## src/rtl/regfile_write_arbiter_pkg.sv

```systemverilog
`default_nettype none
// +------------------------------------------------------------------+
// | regfile_write_arbiter_pkg : shared types/constants for the arbiter |
// | rev 1.0                                                            |
// +------------------------------------------------------------------+
package regfile_write_arbiter_pkg;

  localparam int DEFAULT_BITSIZE = 32;
  localparam int DEFAULT_REGSIZE = 32;

  // Bit positions of each requester in request/grant vectors
  localparam int REQ_A = 0;
  localparam int REQ_B = 1;

  typedef enum logic [0:0] {
    ST_RUN   = 1'b0,
    ST_CLEAR = 1'b1
  } state_e;

endpackage
`default_nettype wire

```

## src/rtl/regfile_write_arbiter_rr_arbiter2.sv

```systemverilog
`default_nettype none
// +------------------------------------------------------------------+
// | rr_arbiter2 : two-way round-robin arbiter, pointer moves on grant  |
// | rev 1.0                                                            |
// +------------------------------------------------------------------+
module rr_arbiter2
  import regfile_write_arbiter_pkg::*;
(
  input  logic       clk,
  input  logic       rst,
  input  logic       en,
  input  logic [1:0] req,
  output logic [1:0] gnt
);

  // High when B should win the next tie (i.e. A was granted last)
  logic prio_b_q, prio_b_d;

  always_comb begin
    gnt      = 2'b00;
    prio_b_d = prio_b_q;
    if (en) begin
      if (req[REQ_A] && (!req[REQ_B] || !prio_b_q)) begin
        gnt[REQ_A] = 1'b1;
      end else if (req[REQ_B]) begin
        gnt[REQ_B] = 1'b1;
      end
    end
    if (gnt[REQ_A]) begin
      prio_b_d = 1'b1;
    end else if (gnt[REQ_B]) begin
      prio_b_d = 1'b0;
    end
  end

  always_ff @(posedge clk) begin
    if (rst) begin
      prio_b_q <= 1'b0;
    end else begin
      prio_b_q <= prio_b_d;
    end
  end

endmodule
`default_nettype wire

```

## src/rtl/regfile_write_arbiter.sv

```systemverilog
`default_nettype none
// +------------------------------------------------------------------+
// | regfile_write_arbiter : arbitrates ALU/load writebacks, clear seq  |
// | rev 1.0                                                            |
// +------------------------------------------------------------------+
module regfile_write_arbiter
  import regfile_write_arbiter_pkg::*;
#(
  parameter int BITSIZE = DEFAULT_BITSIZE,
  parameter int REGSIZE = DEFAULT_REGSIZE
) (
  input  logic                       clk,
  input  logic                       rst,
  input  logic                       a_valid,
  input  logic [$clog2(REGSIZE)-1:0] a_sel,
  input  logic [BITSIZE-1:0]         a_data,
  output logic                       a_ready,
  input  logic                       b_valid,
  input  logic [$clog2(REGSIZE)-1:0] b_sel,
  input  logic [BITSIZE-1:0]         b_data,
  output logic                       b_ready,
  input  logic                       clear_req,
  output logic                       busy,
  output logic                       WriteEnable,
  output logic [$clog2(REGSIZE)-1:0] WriteSelect,
  output logic [BITSIZE-1:0]         WriteData
);

  localparam int SEL_W = $clog2(REGSIZE);
  localparam logic [SEL_W-1:0] LAST_IDX  = SEL_W'(REGSIZE - 1);
  localparam logic [SEL_W-1:0] FIRST_IDX = SEL_W'(1);

  state_e             state_q, state_d;
  logic [SEL_W-1:0]   idx_q, idx_d;
  logic               we_q, we_d;
  logic [SEL_W-1:0]   sel_q, sel_d;
  logic [BITSIZE-1:0] data_q, data_d;

  logic [1:0] req;
  logic [1:0] gnt;
  logic       arb_en;

  assign req[REQ_A] = a_valid;
  assign req[REQ_B] = b_valid;
  assign arb_en     = (state_q == ST_RUN) && !rst;

  rr_arbiter2 u_rr_arbiter2 (
    .clk (clk),
    .rst (rst),
    .en  (arb_en),
    .req (req),
    .gnt (gnt)
  );

  assign a_ready     = gnt[REQ_A];
  assign b_ready     = gnt[REQ_B];
  assign busy        = (state_q == ST_CLEAR);
  assign WriteEnable = we_q;
  assign WriteSelect = sel_q;
  assign WriteData   = data_q;

  always_comb begin
    state_d = state_q;
    idx_d   = idx_q;
    we_d    = 1'b0;
    sel_d   = sel_q;
    data_d  = data_q;
    case (state_q)
      ST_RUN: begin
        // Register 0 is hardwired: accept the transfer but suppress the strobe
        if (gnt[REQ_A]) begin
          we_d   = (a_sel != '0);
          sel_d  = a_sel;
          data_d = a_data;
        end else if (gnt[REQ_B]) begin
          we_d   = (b_sel != '0);
          sel_d  = b_sel;
          data_d = b_data;
        end
        if (clear_req) begin
          state_d = ST_CLEAR;
        end
      end
      ST_CLEAR: begin
        we_d   = 1'b1;
        sel_d  = idx_q;
        data_d = '0;
        if (idx_q == LAST_IDX) begin
          idx_d   = FIRST_IDX;
          state_d = ST_RUN;
        end else begin
          idx_d = idx_q + FIRST_IDX;
        end
      end
      default: begin
        state_d = ST_RUN;
        idx_d   = FIRST_IDX;
      end
    endcase
  end

  always_ff @(posedge clk) begin
    if (rst) begin
      state_q <= ST_RUN;
      idx_q   <= FIRST_IDX;
      we_q    <= 1'b0;
      sel_q   <= '0;
      data_q  <= '0;
    end else begin
      state_q <= state_d;
      idx_q   <= idx_d;
      we_q    <= we_d;
      sel_q   <= sel_d;
      data_q  <= data_d;
    end
  end

endmodule
`default_nettype wire

```

## config.mk

```make
export PLATFORM = sky130hd
export DESIGN_NAME = regfile_write_arbiter
export DESIGN_NICKNAME = d
export VERILOG_FILES = /design/src/rtl/regfile_write_arbiter_pkg.sv /design/src/rtl/regfile_write_arbiter_rr_arbiter2.sv /design/src/rtl/regfile_write_arbiter.sv
export SDC_FILE = /design/constraint.sdc
export NUM_CORES = 1
export LEC_CHECK = 0
export CORE_MARGIN = 2
export CORE_UTILIZATION = 35
export DETAILED_ROUTE_END_ITERATION = 8
export PLACE_DENSITY = 0.75
export SLEW_MARGIN = 20
export SYNTH_ARGS = -nofsm -noshare
export SYNTH_HDL_FRONTEND = slang
export SYNTH_HIERARCHICAL = 1
export SYNTH_SLANG_ARGS = --single-unit
```

## constraint.sdc

```tcl
create_clock -name clk -period 2.9 [get_ports clk]
set_clock_uncertainty 0.1 [all_clocks]
set_input_delay 0.435 -clock clk [delete_from_list [all_inputs] [get_ports clk]]
set_output_delay 0.435 -clock clk [all_outputs]
set_load 0.005 [all_outputs]
```

==> results by stage, run 1 <==
Hold path:
- The origin of the worst min-delay path is WriteSelect[4].
- The type of the tightest min-delay check is reg2reg.

Clocking:
- At the later pin of the worst-skew pair, clock insertion delay measures 0.29 ns.
- After clock tree synthesis, the clock-pin slew on the worst setup and hold paths is 0.08 ns.
- The CTS tree is done.
- In this run, post-CTS hold repair placed 0 buffers.
- The CTS root buffer is sky130_fd_sc_hd__clkbuf_8.
- The maximum root-to-sink buffer count is 2.
- After clock tree synthesis, the setup repair step added 0 buffers.
- The H-tree was split into 2 levels.
- Counting the buffers created by CTS gives 5.
- The total number of clock tree sinks is 45.
- Gates resized during post-CTS repair numbered 0.

Worst setup path:
- The startpoint of the worst register-to-register path is busy.
- Data on the critical path arrives at its endpoint at 2.17 ns.
- The most common cell type on the critical path is sky130_fd_sc_hd__clkdlybuf4s50_1.
- The launching instance or port of the critical path is rst.
- Walking the worst path, the cells encountered are clkdlybuf4s50_1, or2_2, inv_1, nand2_1, a21oi_4, clkdlybuf4s50_1.
- The largest driver fanout on the critical path is 9.
- The worst setup path is of the in2out kind.
- For this design, the slowest cell found on the critical path is sky130_fd_sc_hd__clkdlybuf4s50_1.
- The required time of the critical path is 2.37 ns.
- In this design, the stage delay of the slowest critical-path cell is 0.56 ns.
- The critical path startpoint category is an input pin.
- The critical path endpoint category is a primary output.

STA:
- Setup repair after global routing left no endpoint under its margin.
- In this run the tightest slew margin relative to its limit is 61.9%.
- The maximum clock rate is 370 MHz.
- The minimum clock period after layout is 2.71 ns.
- The setup TNS is 0 ns.
- The share of the cycle needed by the critical path after routing is 93.3%.
- The worst-margin pin slew is 0.557 ns.
- The max-slew violation total from the final report is 0.
- The final count of hold timing violations came to 0.
- Setup violations remaining at the end of the flow were counted as 0.

Global routing:
- Entering global routing, the biggest net connects 33 pins.
- The number of antenna violations at the first check in global routing came to 0.
- The residual overflow from global routing is 0.
- The total track usage is 16.4%.
- The first global-routing pass estimated 9370 um of wire.
- The via count of the first global-routing pass is 2100.

Die:
- Pin placement for this block handled 120 I/O pins.
- The core region area is 6280 sq um.
- The initial utilization of the core area, before any placement, comes to 35.6%.
- The die outline width is 84.0 um.
- The die is 84.0 um tall.
- The floorplan die area is 7050 sq um.
- The number of cell rows is 29.

Cells and area:
- In the final layout, flip-flops and latches occupy 901 sq um.
- The number of fill cells is 558.
- Leaving out fill and tap cells, the most frequent cell in the layout is sky130_fd_sc_hd__clkdlybuf4s50_1.
- In the layout the commonest cells are 119 x sky130_fd_sc_hd__clkdlybuf4s50_1, 45 x sky130_fd_sc_hd__dfxtp_1, 41 x sky130_fd_sc_hd__nor2_1.
- The post-route netlist has 15.9% of its cells at a drive strength greater than 1.
- The antenna cell count is 0.
- The final layout contains 420 nets.
- Relative to the synthesized area, the layout overhead comes to 61.3%.
- Summing all multi-input logic gate instances after layout gives 1240 sq um.

Synthesis:
- The synthesized instance count is 223.
- The register area share after synthesis is 40.3%.
- The post-synthesis share of cell area spent on xor and xnor gates is 0%.
- The register bit count reported by yosys is 45.
- The share of the synthesized area in compound gates (AO/OA/AOI/OAI) is 8.05%.
- The average footprint of a synthesized cell is 10.0 sq um.
- Summing the areas of all and, or, nand and nor instances in the mapped netlist gives 14.0% of the synthesized area.
- The count of synthesis-stage warnings from yosys is 6.
- The synthesized-area fraction occupied by adder cells is 1.12%.
- The mapped netlist covers 2240 sq um.
- The number of nets in the synthesized netlist is 304.
- The mux share of post-synthesis cell area is 31.3%.
- After synthesis, the largest family of logic cells by area is multiplexers.
- The number of different library cells used by synthesis comes to 32.

Drt:
- The number of optimization iterations in the first detailed-route pass is 4.
- The post-detailed-routing wire length is 5740 um.
- The detail route stage leaves a number of antenna-violating nets equal to 0.
- Dividing the detail-routed wire length by the instance count gives 13.8 um.
- Dividing the detail-routed via count by the number of cells gives 4.85.
- For this run, design rule violations remaining after detail routing come to 0.
- The first routing iteration left 60 violations.
- The detailed-route via count is 2017.

Placed design:
- The count of buffers added on input and output ports is 119.
- Once detailed placement completed, the half-perimeter wirelength came to 4370 um.
- At the end of routability-driven placement, the weighted congestion stood at 0.783.

Power:
- The analysis attributes to cell leakage a power of 1.36 nW.
- The worst-case vdd ir drop is 202 uV.
- In this run the power density over the cells is 420 nW/um^2.
- Overall power consumption after layout is estimated at 1.52 mW.

Run:
- Across the run, the number of max-cap violations was 0.

Outcome:
- The flow ran to the end, and the final reports show no timing, DRC or antenna violations.
## sequential cells by signal (all words and copies together), names as in the netlist
signal	flops
WriteData	32
busy	1
WriteSelect	5
WriteEnable	1
u_rr_arbiter2/prio_b_q	1
idx_q	5
## cells by family (layout without fill, tap and decap cells)
kind of cell | Yosys count | after routing
DFF | 45 | 45
muxes | 66 | 66
buffers and inverters | 22 | 138
and+or+nand+nor | 64 | 64
adders and majority gates | 2 | 2
AOI/OAI and AO/OA | 24 | 24
## worst max-delay path, delay by kind of cell
family | cells | cell delay, ns
AND/OR/NAND/NOR | 2 | 0.39
AO/OA/AOI/OAI | 1 | 0.26
buffers and inverters | 3 | 1.09
## worst paths after layout
path	endpoint	slack (ns)	cells after the start
setup / recovery	a_ready	0.19	6
hold / removal	WriteSelect[4]	0.39	2
setup reg to reg	WriteData[30]	0.78	8
hold reg to reg	WriteSelect[4]	0.39	2
## where the power goes
part / switching [mW] / internal (mW)
clock network: 0.210 / 0.251
registers: 0.0220 / 0.656
logic: 0.135 / 0.242
## synthesized netlist by cell type
library cell                count  area, sq um
sky130_fd_sc_hd__a2111oi_0      1         8.76
sky130_fd_sc_hd__a2111oi_2      1         15.0
sky130_fd_sc_hd__a211oi_1       4         30.0
sky130_fd_sc_hd__a21oi_1        6         30.0
sky130_fd_sc_hd__a22oi_1        1         7.51
sky130_fd_sc_hd__a311oi_1       1         8.76
sky130_fd_sc_hd__a31oi_1        1         6.26
sky130_fd_sc_hd__and3_1         1         6.26
sky130_fd_sc_hd__buf_2         10         50.1
sky130_fd_sc_hd__buf_4          4         30.0
sky130_fd_sc_hd__buf_6          1         11.3
sky130_fd_sc_hd__clkbuf_1       3         11.3
sky130_fd_sc_hd__dfxtp_1       45          901
sky130_fd_sc_hd__ha_1           2         25.0
sky130_fd_sc_hd__inv_1          4         15.0
sky130_fd_sc_hd__mux2_2        32          360
sky130_fd_sc_hd__mux2i_1       34          340
sky130_fd_sc_hd__nand2_1        2         7.51
sky130_fd_sc_hd__nand3_1        1         5.00
sky130_fd_sc_hd__nand3b_1       4         30.0
sky130_fd_sc_hd__nor2_1        41          154
sky130_fd_sc_hd__nor2b_1        8         50.1
sky130_fd_sc_hd__nor3_1         1         5.00
sky130_fd_sc_hd__nor3_4         1         16.3
sky130_fd_sc_hd__nor4_1         1         6.26
sky130_fd_sc_hd__o21ai_0        3         15.0
sky130_fd_sc_hd__o21bai_1       1         7.51
sky130_fd_sc_hd__o32ai_2        1         16.3
sky130_fd_sc_hd__o41ai_1        4         35.0
sky130_fd_sc_hd__or2_2          1         6.26
sky130_fd_sc_hd__or4_1          2         15.0
sky130_fd_sc_hd__or4_4          1         11.3
## layer usage
layer	vias to the layer above	track usage, %	routed length (um)
li1	1020	-	-
met1	926	17.7	2340
met2	64	29.7	2860
met3	7	6.53	480
met4	0	3.96	57
met5	-	0	0
## layout make-up
type / count / share of cell area [%]
inverters: 4 / 0.416
clock buffers: 5 / 1.91
well taps: 77 / 2.67
flip-flops and latches: 45 / 25.0
repair buffers: 127 / 34.7
clock inverters: 2 / 0.971
multi-input cells: 156 / 34.4
## metrics by stage
step                cells  util [%]  cell area [sq um]  worst slack (ns)  hold WS (ns)
CTS                   416      57.5               3610             0.170         0.391
detailed placement    409      55.8               3500             0.181         0.370
floorplan             223         -               2240             0.255         0.368
finish                416      57.5               3610             0.194         0.389
global route          416      57.5               3610            0.0820         0.429
global placement      409      55.8               3500             0.216         0.380
(Power assumes the default switching activity.)
==> inputs of run 2 (changes only) <==
CTS_BUF_LIST = sky130_fd_sc_hd__clkbuf_8   (was default)
==> results of run 2 <==
Same layout as run 1: the final DEF is identical, and so are final timing and power.
